==> src/rtl/adc_conv_sequencer.sv <==
// rtl/adc_conv_sequencer.sv - SAR ADC start/config sequencer with result FIFO
// Define ADC_SEQ_TIMEOUT_EN to compile in the WAIT_FIN watchdog.
module adc_conv_sequencer #(
  parameter int FIFO_DEPTH     = 4,
  parameter int START_WIDTH    = 4,
  parameter int TIMEOUT_CYCLES = 4095
) (
  input  logic        clk,
  input  logic        rst,
  input  logic        enable_in,
  input  logic        trigger_in,
  input  logic [15:0] period_in,
  input  logic [15:0] config_1_in,
  input  logic [15:0] config_2_in,
  input  logic        clr_flags_in,
  output logic [15:0] config_1_out,
  output logic [15:0] config_2_out,
  output logic        start_conversion_out,
  input  logic        conversion_finished_in,
  input  logic [15:0] result_in,
  input  logic        rd_en_in,
  output logic [15:0] rd_data_out,
  output logic        rd_valid_out,
  output logic        overflow_out,
  output logic        timeout_out,
  output logic        busy_out
);

  localparam int AW   = $clog2(FIFO_DEPTH);
  localparam int SW_W = $clog2(START_WIDTH + 1);
  localparam logic [SW_W-1:0] START_LAST = SW_W'(START_WIDTH - 1);

  typedef enum logic [2:0] {
    S_IDLE,
    S_START,
    S_WAIT_FIN,
    S_CAPTURE,
    S_HOLDOFF
  } state_t;

  state_t            state_q, state_d;
  logic [SW_W-1:0]   start_cnt_q, start_cnt_d;
  logic [15:0]       period_cnt_q, period_cnt_d;
  logic [15:0]       cfg1_q, cfg1_d, cfg2_q, cfg2_d;
  logic              start_q;
  logic              sync1_q, sync2_q, hist_q;
  logic              fin_rise;
  logic              fifo_wr, load_start;
  logic              ovf_q;
  logic [AW:0]       wr_ptr_q, rd_ptr_q, fill;
  logic              empty, full, do_rd, do_wr, ovf_set;
  logic [15:0]       mem_q [FIFO_DEPTH];

`ifdef ADC_SEQ_TIMEOUT_EN
  localparam int WD_W = (TIMEOUT_CYCLES < 4096) ? 12 : $clog2(TIMEOUT_CYCLES + 1);
  localparam logic [WD_W-1:0] WD_LAST = WD_W'(TIMEOUT_CYCLES - 1);
  logic [WD_W-1:0]   wd_cnt_q, wd_cnt_d;
  logic              timeout_hit;
  logic              tmo_q;
`else
  logic              unused_timeout_cfg;
  assign unused_timeout_cfg = (TIMEOUT_CYCLES != 0);
`endif

  assign fin_rise = sync2_q & ~hist_q;

  always_comb begin
    state_d      = state_q;
    start_cnt_d  = start_cnt_q;
    period_cnt_d = (period_cnt_q == 16'hFFFF) ? period_cnt_q : period_cnt_q + 16'd1;
    cfg1_d       = cfg1_q;
    cfg2_d       = cfg2_q;
    fifo_wr      = 1'b0;
    load_start   = 1'b0;
`ifdef ADC_SEQ_TIMEOUT_EN
    wd_cnt_d     = wd_cnt_q;
    timeout_hit  = 1'b0;
`endif
    case (state_q)
      S_IDLE: begin
        if (trigger_in || enable_in) load_start = 1'b1;
      end
      S_START: begin
        if (start_cnt_q == START_LAST) begin
          state_d = S_WAIT_FIN;
`ifdef ADC_SEQ_TIMEOUT_EN
          wd_cnt_d = '0;
`endif
        end else begin
          start_cnt_d = start_cnt_q + SW_W'(1);
        end
      end
      S_WAIT_FIN: begin
        if (fin_rise) begin
          fifo_wr = 1'b1;
          state_d = S_CAPTURE;
        end
`ifdef ADC_SEQ_TIMEOUT_EN
        else if (wd_cnt_q == WD_LAST) begin
          timeout_hit = 1'b1;
          state_d     = S_IDLE;
        end else begin
          wd_cnt_d = wd_cnt_q + WD_W'(1);
        end
`endif
      end
      S_CAPTURE: state_d = enable_in ? S_HOLDOFF : S_IDLE;
      S_HOLDOFF: begin
        if (!enable_in) state_d = S_IDLE;
        else if (period_cnt_q >= period_in) load_start = 1'b1;
      end
      default: state_d = S_IDLE;
    endcase
    // Counter holds cycles elapsed since START entry, counting the current one,
    // so HOLDOFF releases exactly period_in cycles after the previous start.
    if (load_start) begin
      state_d      = S_START;
      start_cnt_d  = '0;
      period_cnt_d = 16'd1;
      cfg1_d       = config_1_in;
      cfg2_d       = config_2_in;
    end
  end

  assign fill    = wr_ptr_q - rd_ptr_q;
  assign empty   = (fill == '0);
  assign full    = (fill == (AW+1)'(FIFO_DEPTH));
  assign do_rd   = rd_en_in & ~empty;
  assign do_wr   = fifo_wr & (~full | do_rd);
  assign ovf_set = fifo_wr & full & ~do_rd;

  always_ff @(posedge clk or posedge rst) begin
    if (rst) begin
      state_q      <= S_IDLE;
      start_cnt_q  <= '0;
      period_cnt_q <= '0;
      cfg1_q       <= '0;
      cfg2_q       <= '0;
      start_q      <= 1'b0;
      sync1_q      <= 1'b0;
      sync2_q      <= 1'b0;
      hist_q       <= 1'b0;
      wr_ptr_q     <= '0;
      rd_ptr_q     <= '0;
      ovf_q        <= 1'b0;
    end else begin
      state_q      <= state_d;
      start_cnt_q  <= start_cnt_d;
      period_cnt_q <= period_cnt_d;
      cfg1_q       <= cfg1_d;
      cfg2_q       <= cfg2_d;
      start_q      <= (state_d == S_START);
      sync1_q      <= conversion_finished_in;
      sync2_q      <= sync1_q;
      hist_q       <= sync2_q;
      if (do_wr) wr_ptr_q <= wr_ptr_q + (AW+1)'(1);
      if (do_rd) rd_ptr_q <= rd_ptr_q + (AW+1)'(1);
      if (clr_flags_in) ovf_q <= 1'b0;
      else if (ovf_set) ovf_q <= 1'b1;
    end
  end

  always_ff @(posedge clk) begin
    if (do_wr) mem_q[wr_ptr_q[AW-1:0]] <= result_in;
  end

`ifdef ADC_SEQ_TIMEOUT_EN
  always_ff @(posedge clk or posedge rst) begin
    if (rst) begin
      wd_cnt_q <= '0;
      tmo_q    <= 1'b0;
    end else begin
      wd_cnt_q <= wd_cnt_d;
      if (clr_flags_in) tmo_q <= 1'b0;
      else if (timeout_hit) tmo_q <= 1'b1;
    end
  end
  assign timeout_out = tmo_q;
`else
  assign timeout_out = 1'b0;
`endif

  assign config_1_out         = cfg1_q;
  assign config_2_out         = cfg2_q;
  assign start_conversion_out = start_q;
  assign rd_valid_out         = ~empty;
  assign rd_data_out          = empty ? 16'h0000 : mem_q[rd_ptr_q[AW-1:0]];
  assign overflow_out         = ovf_q;
  assign busy_out             = (state_q != S_IDLE);

endmodule

==> config.mk <==
export PLATFORM = sky130hd
export DESIGN_NAME = adc_conv_sequencer
export DESIGN_NICKNAME = d
export VERILOG_FILES = /design/src/rtl/adc_conv_sequencer.sv
export SDC_FILE = /design/constraint.sdc
export NUM_CORES = 1
export LEC_CHECK = 0
export CORE_MARGIN = 2
export CORE_UTILIZATION = 53
export DETAILED_ROUTE_END_ITERATION = 12
export PLACE_DENSITY = 0.92
export SLEW_MARGIN = 10
export SYNTH_ARGS = -nofsm -noshare
export SYNTH_HDL_FRONTEND = slang
export SYNTH_SLANG_ARGS = --single-unit
==> constraint.sdc <==
create_clock -name clk -period 3.7 [get_ports clk]
set_input_delay 1.11 -clock clk [delete_from_list [all_inputs] [get_ports clk]]
set_output_delay 1.11 -clock clk [all_outputs]
set_load 0.02 [all_outputs]
# == After elaboration in Yosys (flattened, before gate mapping) ==
# Memory sizes are Yosys's and may differ from the RTL's.
# Cells that the tools add are included.
# word_totals
register_bits,65
mem_bits_rw,64
in_bits,71
output_inout_bits,53
wordCells,68
n_memories,1
# op_classes
addsub,5
order_cmp,1
n_eq_ne,10
mux,22
bitwise_logic,10
reduce_logical,7
# mem_list
memory,words,width,read_ports,rd_ports_with_merged_regs,wr,line,rtl
mem_q,4,16,1,0,1,52,logic [15:0] mem_q [FIFO_DEPTH];
# op_table
cell,count
$mux 16,3
$mux 3,8
$add 16x1->16 const B,1
$eq 16x16->1 const B,1
$ge 16x16->1,1
$pmux 3 s5,1
$add 3x1->3 const B,3
$eq 3x2->1 const B,3
$mux 1,9
$eq 3x1->1 const B,2
$eq 3x3->1 const B,2
$logic_not 3->1,2
$and 1x1->1,5
$ne 2x2->1 const B,2
$not 1->1,4
$reduce_bool 2->1,2
$reduce_bool 3->1,1
$sub 3x3->3,1
$pmux 1 s2,1
$reduce_and 2->1,1
$logic_or 1x1->1,1
$or 1x1->1,1

# == Depth between registers and ports, before layout ==
# logic_depth
ltp_word,8
mapped_depth,10
mapped_depth_nobuf,7

# == Worst setup path before layout ==
# OpenSTA, ideal clock, no wires.
# synth_path
path_type,register -> output
from,reg rd_ptr_q[1]
to,out rd_data_out[10]
t_arrival_ns,2.276
required_time_ns,2.590
slack_ns,0.314
stages_incl_launch_ff,10
path_buffers,3
path_cell_list,dfrtp_1 > clkbuf_1 > buf_1 > inv_1 > ha_1 > nor2b_1 > xnor2_1 > nand3_1 > clkbuf_1 > and2_1
# synth_via
elab_chain_len,3
elab_cells_between_ends,4
cone_classes,add/sub (1); mux (1); reduce/logical (1); memory (1)
# synth_lines
item,line,rtl
from (decl),50,"logic [AW:0] wr_ptr_q, rd_ptr_q, fill;"
from (signal assigned),157,if (do_rd) rd_ptr_q <= rd_ptr_q + (AW+1)'(1);
$sub 3x3->3,125,assign fill = wr_ptr_q - rd_ptr_q;
$logic_not 3->1,126,assign empty = (fill == '0);
$mux 16 *,187,assign rd_data_out = empty ? 16'h0000 : mem_q[rd_ptr_q[AW-1:0]];
to (decl),22,"output logic [15:0] rd_data_out,"
# Mark *: on every way between the ends. The rest lies on a longest branch, timed or not.

# == Worst setup path after layout ==
# layout_path
from,reg wr_ptr_q[0]
to,out rd_data_out[14]
# layout_via
elab_chain_len,3
# layout_lines
item,line,rtl
from (decl),50,
from (signal assigned),156,if (do_wr) wr_ptr_q <= wr_ptr_q + (AW+1)'(1);
$sub 3x3->3,125,
$logic_not 3->1,126,
$mux 16,187,
# No other way between the ends.

==> run summary <==
die area: 0.0134 mm2
power dissipated by switching net loads: 2.81 mW
worst clock skew: 0.0158 ns
overall power consumption: 7.20 mW
RD Place Congestion: 0.855
CTS Buffer Depth: 2
largest fanout on the critical path: 18
final number of max-transition violations: 0
share of power burned in the clock network: 21.1%
cell area after placement: 0.00798 mm2
initial core utilization: 54.7%
number of global-route vias before repair: 5026
worst-skew pair later-pin latency: 0.41 ns
ratio of final minimum period to clock period: 94.9%
Via-to-Cell Ratio: 5.82
endpoint type of the worst setup path: output pin
critical path class: flip-flop to output pin
GRT Overall Usage: 23.9%
Std-Cell Rows: 40
power density over the cells: 842 mW/mm2
# H-tree levels: 4
Core Box Area: 0.0121 mm2
layout cells sized above 1: 15.2%
final total negative setup slack: 0 ns
TritonCTS Buffers: 17
Distinct cells, synth: 50
Relative slew margins: 46.6%
Max rail drop VDD: 0.592 mV
DRC errors left: 0
largest net degree at the start of global routing: 34
prevailing post-synth register cell: sky130_fd_sc_hd__dfrtp_1
combinational share of power: 50.8%
Synth async-reset ratio: 50.4%
number of DRC violations after detailed-routing iteration 0: 410
mean area per synthesized cell: 12.0 um2
first-pass GRT wire length: 24700 um
HPWL after detailed placement: 10500 um
share of synthesized area occupied by flip-flops and latches: 53.8%
startpoint kind of the worst setup timing path: flip-flop
I/O pin total: 124
Pre-antenna DRT Iters: 4
Synth Warn #: 0
average wire length per cell after detail routing: 18.0 um
endpoint arrival time on the critical path: 2.40 ns
final critical delay including setup and external delays: 3.51 ns
highest clock frequency the design can meet: 285 MHz
number of nets in the synthesized netlist: 648
Hold Violations, Final: 0
hold buffer count at cts: 0
clock-pin slew on the worst setup and hold paths: 0.05 ns
R2R cell count: 7
width of the die: 116 um
max-capacitance violation count: 0
synthesis-to-finish area growth: 29.5%
unrepaired setup endpoints after global routing: no
remaining antenna violation count after routing: 0
cells after synthesis: 551
part of the power in registers: 28.1%
Post-layout nets: 768
worst path required time: 2.59 ns
chip height: 116 um
Clk Tree Root Cell: sky130_fd_sc_hd__clkbuf_16
slew at the pin with the worst max-slew slack: 0.801 ns
number of enable-type register cells in the synthesized netlist: 64
status: complete, no violations
Tightest Hold Check Type: flip-flop to flip-flop
internal cell power: 4.39 mW
end-of-flow core utilization: 70.9%
buffers added on ports: 122
global-route congestion overflow total: 0
antenna diode count: 0
number of vias after detailed routing: 4956
leakage power figure: 3.40 nW
Min-Delay Path Depth: 0
number of antenna violations at the first check in global routing: 0
number of flip-flops and latches in the synthesized netlist: 129
synthesized cell area: 0.00660 mm2
post-route cell area: 0.00855 mm2
Setup Viol. Count Final: 0
Post-CTS Setup Bufs: 0
net switching fraction of the power: 39.0%
CTS tree: built
clock sink total: 129
final wirelength: 15300 um
==> area by class of cell <==
class | count | area, um2
flip-flops and latches | 129 | 3550
fillers | 806 | 3510
multi-input cells | 361 | 2780
repair buffers | 139 | 1370
clock buffers | 18 | 429
well taps | 168 | 210
clock inverters | 14 | 118
inverters | 23 | 86.3
==> layout by cell type, fill, tap and decap left out, types with 22 or more instances in the layout <==
cell type                         synthesis  final
sky130_fd_sc_hd__ha_1                    26     26
sky130_fd_sc_hd__and2_1                  22     22
sky130_fd_sc_hd__inv_1                   23     22
sky130_fd_sc_hd__o211ai_2                28     28
sky130_fd_sc_hd__dfrtp_1                 65     65
sky130_fd_sc_hd__o211ai_1                37     37
sky130_fd_sc_hd__edfxtp_1                64     64
sky130_fd_sc_hd__clkdlybuf4s50_1          0    122
sky130_fd_sc_hd__and3_1                  36     36
sky130_fd_sc_hd__nand2_1                 80     80
==> repair_timing <==
item / 4_1_cts / 5_1_grt
endpoints found under the setup margin: 17 / 17
hold endpoints to repair: 0 / 0
resized for setup: 1 / 2
pin swaps: 0 / 0
==> through the flow <==
step                      setup slack (ns)  cells  hold slack (ns)
after floorplan                      0.314    551            0.331
after global placement               0.357    820            0.338
after detailed placement             0.280    820            0.359
after CTS                          0.00179    852            0.367
after global routing               0.00113    852            0.387
final                                0.188    852            0.364
==> power by group through the flow <==
stage	Sequential, mW	Clock [mW]	Combinational [mW]
6_report	2.02	1.52	3.66
5_1_grt	2.05	1.61	3.96
4_1_cts	2.01	1.54	3.63
3_5_place_dp	2.03	0	3.58
3_3_place_gp	2.01	0	3.44
2_1_floorplan	2.16	0	2.31
==> final timing paths <==
kind	startpoint	endpoint	slack, ns
max in group asynchronous	rst	config_1_out[10]	1.92
setup reg to reg	wr_ptr_q[0]	mem_q[3][12]	1.39
hold reg to reg	sync1_q	sync2_q	0.36
hold / removal	sync1_q	sync2_q	0.36
setup / recovery	wr_ptr_q[0]	rd_data_out[14]	0.19
min in group asynchronous	rst	overflow_out	1.14
==> registers in the layout, summed over array words and instances, names as in the netlist <==
name                  count
config_1_out             16
config_2_out             16
hist_q                    1
mem_q                    64
overflow_out              1
period_cnt_q             16
rd_ptr_q                  3
start_cnt_q               3
start_conversion_out      1
state_q                   3
sync1_q                   1
sync2_q                   1
wr_ptr_q                  3
==> cell usage after synthesis (5+ instances only) <==
library cell	instances	area (um2)
sky130_fd_sc_hd__nand4_1	5	31.3
sky130_fd_sc_hd__o211ai_2	28	350
sky130_fd_sc_hd__nand2_1	80	300
sky130_fd_sc_hd__nor3_1	5	25.0
sky130_fd_sc_hd__o211ai_1	37	278
sky130_fd_sc_hd__inv_1	23	86.3
sky130_fd_sc_hd__edfxtp_1	64	1920
sky130_fd_sc_hd__mux4_2	16	360
sky130_fd_sc_hd__clkbuf_1	28	105
sky130_fd_sc_hd__o21ai_0	9	45.0
sky130_fd_sc_hd__and3_1	36	225
sky130_fd_sc_hd__xor2_1	6	52.6
sky130_fd_sc_hd__and2_1	22	138
sky130_fd_sc_hd__dfrtp_1	65	1630
sky130_fd_sc_hd__ha_1	26	325
sky130_fd_sc_hd__nand3_1	7	35.0
sky130_fd_sc_hd__nor2_1	11	41.3
sky130_fd_sc_hd__xnor2_1	8	70.1
sky130_fd_sc_hd__a21oi_1	19	95.1
==> worst max-delay path, stage by stage (launching register included) <==
cell	delay [ns]
sky130_fd_sc_hd__dfrtp_1	0.40
sky130_fd_sc_hd__inv_1	0.14
sky130_fd_sc_hd__ha_1	0.15
sky130_fd_sc_hd__nor2b_1	0.20
sky130_fd_sc_hd__xnor2_2	0.18
sky130_fd_sc_hd__nand3_4	0.20
sky130_fd_sc_hd__and2_1	0.20
sky130_fd_sc_hd__clkdlybuf4s50_1	0.53
==> cell families (layout without fill, tap and decap cells) <==
logic type / count (synthesis) / in the layout / synth area share [%]
other cells: 1 / 1 / 0.0568
xor+xnor: 14 / 14 / 1.86
simple gates: 179 / 179 / 13.6
fa+ha+maj: 26 / 26 / 4.93
buf+inv: 61 / 194 / 4.46
mux: 21 / 21 / 6.24
flops: 129 / 129 / 53.8
compound gates: 120 / 120 / 15.1
==> per-layer routing <==
| layer | share of wire, % | global-route usage (%) | up-vias |
|---|---|---|---|
| met3 | 6.7 | 6.49 | 18 |
| met1 | 42 | 30.8 | 2438 |
| met4 | 1.1 | 7.23 | 0 |
| li1 | - | - | 2293 |
| met2 | 50 | 39.8 | 207 |
| met5 | 0 | 0 | - |
No activity file was read; power rests on OpenSTA's default activity.
